**src/rtl/game_timer_bcd.sv**
```systemverilog
// Game elapsed-time counter in 3-digit BCD with best-time capture for the end screen.
// All outputs are registered; the one-second tick comes from an internal prescaler.
module game_timer_bcd #(
   parameter int unsigned TICK_DIV = 100000000,
   parameter logic [11:0] MAX_BCD  = 12'h999
) (
   input  logic        clk,
   input  logic        rst_n,
   input  logic        start,
   input  logic        finish,
   input  logic        clear_best,
   output logic [11:0] time_bcd,
   output logic [11:0] best_bcd,
   output logic        best_valid,
   output logic        new_best,
   output logic        running,
   output logic        end_screen
);

   localparam int unsigned PW = (TICK_DIV > 1) ? $clog2(TICK_DIV) : 1;
   localparam logic [PW-1:0] PresLast = PW'(TICK_DIV - 1);

   typedef enum logic [1:0] {StIdle, StRun, StDone} state_e;

   state_e        state_q, state_d;
   logic [PW-1:0] presc_q, presc_d;
   logic [11:0]   time_q, time_d;
   logic [11:0]   best_q, best_d;
   logic          best_valid_q, best_valid_d;
   logic          new_best_q, new_best_d;
   logic          running_q, end_screen_q;
   logic          tick;

   function automatic logic [11:0] bcd_inc(input logic [11:0] v);
      logic [11:0] r;
      r = v;
      if (r[3:0] == 4'd9) begin
         r[3:0] = 4'd0;
         if (r[7:4] == 4'd9) begin
            r[7:4] = 4'd0;
            if (r[11:8] == 4'd9) r[11:8] = 4'd0;
            else                 r[11:8] = r[11:8] + 4'd1;
         end else begin
            r[7:4] = r[7:4] + 4'd1;
         end
      end else begin
         r[3:0] = r[3:0] + 4'd1;
      end
      return r;
   endfunction

   assign tick = (state_q == StRun) && (presc_q == PresLast);

   // State register and datapath registers
   always_ff @(posedge clk) begin
      if (!rst_n) begin
         state_q      <= StIdle;
         presc_q      <= '0;
         time_q       <= '0;
         best_q       <= '0;
         best_valid_q <= 1'b0;
         new_best_q   <= 1'b0;
         running_q    <= 1'b0;
         end_screen_q <= 1'b0;
      end else begin
         state_q      <= state_d;
         presc_q      <= presc_d;
         time_q       <= time_d;
         best_q       <= best_d;
         best_valid_q <= best_valid_d;
         new_best_q   <= new_best_d;
         running_q    <= (state_d == StRun);
         end_screen_q <= (state_d == StDone);
      end
   end

   // Next-state logic; finish takes priority over start while running
   always_comb begin
      state_d = state_q;
      unique case (state_q)
         StIdle:  if (start)  state_d = StRun;
         StRun:   if (finish) state_d = StDone;
         StDone:  if (start)  state_d = StRun;
         default: state_d = StIdle;
      endcase
   end

   // Datapath next values
   always_comb begin
      presc_d      = presc_q;
      time_d       = time_q;
      best_d       = best_q;
      best_valid_d = best_valid_q;
      new_best_d   = new_best_q;
      unique case (state_q)
         StIdle: begin
            presc_d = '0;
            time_d  = '0;
         end
         StRun: begin
            if (finish) begin
               // Tick in the finish cycle is dropped; time stays frozen
               presc_d = '0;
               if (!best_valid_q || (time_q < best_q)) begin
                  best_d       = time_q;
                  best_valid_d = 1'b1;
                  new_best_d   = 1'b1;
               end else begin
                  new_best_d = 1'b0;
               end
            end else if (start) begin
               presc_d = '0;
               time_d  = '0;
            end else begin
               presc_d = tick ? '0 : presc_q + PW'(1);
               if (tick && (time_q != MAX_BCD)) time_d = bcd_inc(time_q);
            end
         end
         StDone: begin
            if (start) begin
               presc_d    = '0;
               time_d     = '0;
               new_best_d = 1'b0;
            end
         end
         default: begin
            presc_d = '0;
            time_d  = '0;
         end
      endcase
      if (clear_best) begin
         best_d       = '0;
         best_valid_d = 1'b0;
         new_best_d   = 1'b0;
      end
   end

   assign time_bcd   = time_q;
   assign best_bcd   = best_q;
   assign best_valid = best_valid_q;
   assign new_best   = new_best_q;
   assign running    = running_q;
   assign end_screen = end_screen_q;

endmodule

```
**config.mk**
```make
export PLATFORM = sky130hd
export DESIGN_NAME = game_timer_bcd
export DESIGN_NICKNAME = d
export VERILOG_FILES = /design/src/rtl/game_timer_bcd.sv
export SDC_FILE = /design/constraint.sdc
export NUM_CORES = 1
export LEC_CHECK = 0
export CORE_MARGIN = 2
export CORE_UTILIZATION = 43
export DETAILED_ROUTE_END_ITERATION = 10
export PLACE_DENSITY = 0.73
export SETUP_SLACK_MARGIN = 0.5
export SLEW_MARGIN = 25
export SYNTH_ARGS = -nofsm -noshare
export SYNTH_HDL_FRONTEND = slang
export SYNTH_SLANG_ARGS = --single-unit
```
**constraint.sdc**
```tcl
create_clock -name clk -period 2.1 [get_ports clk]
set_input_delay 0.21 -clock clk [delete_from_list [all_inputs] [get_ports clk]]
set_output_delay 0.21 -clock clk [all_outputs]
set_load 0.01 [all_outputs]
```
## After elaboration in Yosys (flattened, before gate mapping)

Index checks and enable logic that the tools add are counted.

- Flip-flop bits (word level): 57
- Input bits: 5
- Output and inout bits: 28
- Word-level logic and storage cells: 66

- $add $sub $neg: 4
- $lt $le $gt $ge: 1
- Equality and inequality tests: 15
- Muxes and demuxes: 22
- Bitwise gates (word level): 1
- Reduce and logical (&&, ||, !) cells: 13

Operators by type and width:

| kind | number |
|---|---|
| 2-to-1 mux 27 bit | 4 |
| case mux 27 bit (2 select lines) | 1 |
| 2-to-1 mux 12 bit | 4 |
| adder 27 x 1 -> 27 bit, second input constant | 1 |
| equality test 27 bit, second input constant | 1 |
| case mux 12 bit (2 select lines) | 1 |
| 2-to-1 mux 4 bit | 4 |
| adder 4 x 1 -> 4 bit, second input constant | 3 |
| equality test 4 bit, second input constant | 3 |
| < comparator 12 bit | 1 |
| != test 12 bit, second input constant | 1 |
| != test 3 x 2 -> 1 bit, second input constant | 3 |
| AND reduction 3 bit | 3 |
| 2-to-1 mux 8 bit | 1 |
| != test 2 bit, second input constant | 3 |
| AND reduction 5 bit | 1 |
| equality test 2 x 1 -> 1 bit, second input constant | 2 |
| equality test 2 bit, second input constant | 2 |
| 2-to-1 mux 2 bit | 2 |
| case mux 2 bit (2 select lines) | 1 |
| AND reduction 4 bit | 1 |
| OR reduction 2 bit | 2 |
| 2-to-1 mux 1 bit | 3 |
| logical AND 1 bit | 2 |
| other kinds (6) | 6 |

## Logic depth before layout (Yosys ltp)

- Depth in word-level cells: 8
- Depth in mapped cells: 9
- Mapped depth without buffers: 8

## Worst setup path before layout

Ideal clock, no wire load.

- Path type: reg2reg
- From: register presc_q[0]
- To: register presc_q[12]
- Setup time: 0.117 ns
- Data arrival time: 1.850 ns
- Required time: 1.983 ns
- Path slack: 0.133 ns
- Cell stages (with the launch flop): 9
- Buffers on the path: 1
- Period minus slack after synthesis: 1.967 ns
- Cells stage by stage: dfxtp_1 -> ha_1 -> and4_1 -> nand3_1 -> nor3_2 -> nor3_1 -> o21ai_2 -> buf_2 -> nor2_1

- Cells in the longest elaborated chain, start to end: 6
- Elaborated cells on any way between the ends: 7
- Those cells by class: add/sub (1); eq/ne (1); mux (4); reduce/logical (1)

RTL lines:

| item | line | source |
|---|---|---|
| start: declaration | 26 | `logic [PW-1:0] presc_q, presc_d;` |
| start signal: assignment | 67 | `presc_q <= presc_d;` |
| parallel branches: the longest is 2 deep, another holds adder 27 x 1 -> 27 bit | -- |  |
| 2-to-1 mux 27 bit (*) | 115 | `presc_d = tick ? '0 : presc_q + PW'(1);` |
| 2-to-1 mux 27 bit (*) | 111 | `end else if (start) begin` |
| 2-to-1 mux 27 bit (*) | 101 | `if (finish) begin` |
| case mux 27 bit (2 select lines) (*) | 95 | `unique case (state_q)` |

Every way passes the cells marked *.
A chain may end at the register's enable or synchronous reset.

## Worst setup path in the final report

- From: register presc_q[0]
- To: register time_q[11] (netlist: time_bcd[11])

- Cells in the longest elaborated chain, start to end: 5

RTL lines:

| item | line | source |
|---|---|---|
| equality test 27 bit | 52 | `assign tick = (state_q == StRun) && (presc_q == PresLast);` |
| logical AND 1 bit | 52 |  |
| logical AND 1 bit | 116 | `if (tick && (time_q != MAX_BCD)) time_d = bcd_inc(time_q);` |
| != test 3 x 2 -> 1 bit (no line) | -- |  |
| AND reduction 5 bit (no line) | -- |  |
| end signal: assignment | 68 | `time_q <= time_d;` |
| end: declaration | 27 | `logic [11:0] time_q, time_d;` |

No other way between the ends.

==> results.toml <==
[layout]
fin_area_mm2 = 0.00459
final_nets = 483
area_growth_syn_to_layout_pct = 52.3
drive_gt1_frac = 0.401
multi_input_area_mm2 = 0.00224
final_common_cell = "buf_4"
num-fill-cells = 533
num_antenna_cells = 0
fin_util = 0.676
final_cell_mix = "53 x buf_4, 31 x nor2_1, 31 x dfxtp_1, 28 x nand2_1"
seq_area_mm2 = 0.00119

[floorplan]
die_h_um = 87.8
pin_count = 33
rows = 30
start_util = 0.444
core_region_area_mm2 = 0.00679
die-area_mm2 = 0.00770
die_x_um = 87.8

[sta]
clock_skew_ns = 0.0123
setup_violations = 0
hold_viol = 0
post-route-period-util = 0.906
rsz0062_at_grt = "yes"
finalCriticalPeriod_ns = 1.90
drv_slew = 0
tns_ns = 0
hold_slack_ns = 0.468
worst_slew_pin_slew_ns = 0.469
relSlewSlack = 0.687
fmax_ghz = 0.526

[place]
gp_congestion = 0.868
hpwl_um = 5640
place_area_mm2 = 0.00386
portBuffers = 32

[outcome]
status = "complete, no violations"

[route]
drtPass1Iterations = 4
first_iter_violations = 187
antenna_left = 0
drt-total-wl_um = 8740
remaining_drc_errors = 0
vias = 3055
avgRoutedWirePerCell_um = 15.6
viasPerCell = 5.44

[pwr]
power_w = 0.00214
power_density_mw_per_mm2 = 466
peakVddDrop_mv = 0.351
power.leakage_nw = 1.74

[cts]
htree_levels = 3
clockBufferDepth = 2
path_clk_slew_ns = 0.07
clock_latency_ns = 0.35
clock-root-buffer = "clkbuf_8"
cts.sink_count = 57
numCtsBuffers = 9
hold_buffers = 0
cts_tree = "yes"

[synthesis]
syn_nets = 391
synthCells = 370
syn_area_per_cell_um2 = 8.15
synthDistinctLibCells = 53
ys.flop_type = "dfxtp_1"
synth_seq_area_share = 0.378
yosys_warnings = 0
syn_area_mm2 = 0.00302
synth-edff-count = 0
synth-seq-cells = 57
async_flop_share = 0

[setup_path]
worstPathArrival_ns = 2.17
end_kind = "flip-flop"
cp.required_ns = 2.37
crit_type = "flip-flop to flip-flop"
cp_max_fo = 4
start_kind = "flip-flop"

[global_routing]
antenna_found_initial = 0
grt_pass1_vias = 3058
grt_pass1_wl_um = 14000
overflow = 0
grt_use_total = 0.233
grt_max_degree = 14

[run]
drv_cap = 0

[worst_hold_path]
hold_path_class = "flip-flop to flip-flop"
## cell families (layout without fill, tap and decap cells)
| group | after synthesis | in the layout | synth area share |
|---|---|---|---|
| and+or+nand+nor | 166 | 168 | 0.292 |
| AOI/OAI and AO/OA | 79 | 79 | 0.168 |
| DFF | 57 | 57 | 0.378 |
| buffers and inverters | 34 | 128 | 0.0427 |
| xor gates and xnor gates | 18 | 18 | 0.0523 |
| adders and majority gates | 16 | 16 | 0.0664 |
## flip-flops by register name, indices dropped and copies added, names as in the netlist
signal and count:
presc_q 27, best_valid 1, running 1, new_best 1, state_q 2, best_bcd 12
end_screen 1, time_bcd 12
## report_power, final
group | leakage, nW | total, W | switching, W | internal, W
combinational | 1.19 | 0.000157 | 0.0000886 | 0.0000680
sequential | 0.474 | 0.00109 | 0.00000499 | 0.00108
clock | 0.0802 | 0.000898 | 0.000450 | 0.000447
total | 1.74 | 0.00214 | 0.000544 | 0.00160
## path summary, 6_finish.rpt
| path | slack, ns | start | cells after the start | endpoint |
|---|---|---|---|---|
| worst max register to register | 0.20 | presc_q[0]$_SDFFE_PN0N_ | 7 | time_bcd[11]$_SDFFE_PN0P_ |
| worst min register to register | 0.47 | presc_q[21]$_SDFFE_PN0N_ | 2 | presc_q[21]$_SDFFE_PN0N_ |
| worst min-delay path | 0.47 | presc_q[21]$_SDFFE_PN0N_ | 2 | presc_q[21]$_SDFFE_PN0N_ |
| worst max-delay path | 0.20 | presc_q[0]$_SDFFE_PN0N_ | 7 | time_bcd[11]$_SDFFE_PN0P_ |
## metal layers
layer | track usage | vias up | share of wire
li1 | - | 1507 | -
met1 | 0.255 | 1449 | 0.41
met2 | 0.426 | 77 | 0.52
met3 | 0.0603 | 22 | 0.041
met4 | 0.0923 | 0 | 0.021
met5 | 0 | - | 0
## worst max-delay path: stages, from the launching register on
cell and delay [ns]:
dfxtp_4 0.36, ha_4 0.13, and4_4 0.26, nand3_4 0.09, nor4_4 0.37, nand2_2 0.10, or4_1 0.41, o21ai_1 0.10
## metrics by stage
step	worst slack, ns	std cells
final	0.198	562
after global routing	0.110	562
after CTS	0.227	554
after detailed placement	0.0448	521
after global placement	0.0843	521
after floorplan	0.209	370
## synthesized netlist by cell type, types with 7 or more instances
cell	count	area share
a21boi_0	11	0.027
a21oi_1	17	0.028
clkbuf_1	10	0.012
dfxtp_1	57	0.38
ha_1	16	0.066
inv_1	22	0.027
nand2_1	31	0.039
nand3_1	34	0.056
nand4_1	11	0.023
nor2_1	35	0.044
nor3_1	12	0.020
o21ai_0	22	0.037
or3_1	7	0.015
xor2_1	14	0.041
## final cells by class
cell class | instances | share of cell area
Clock buffer | 10 | 0.0300
Multi-Input combinational cell | 281 | 0.487
Clock inverter | 5 | 0.00708
Timing Repair Buffer | 91 | 0.174
Sequential cell | 57 | 0.258
Inverter | 22 | 0.0180
Tap cell | 96 | 0.0261
## repair_timing
item | CTS | global route
pin swaps | 46 | 27
resized for setup | 81 | 41
gates cloned | 3 | 1
setup endpoints to repair | 57 | 60
buffers inserted | 15 | 7
Power figures use the tool's default switching activity.
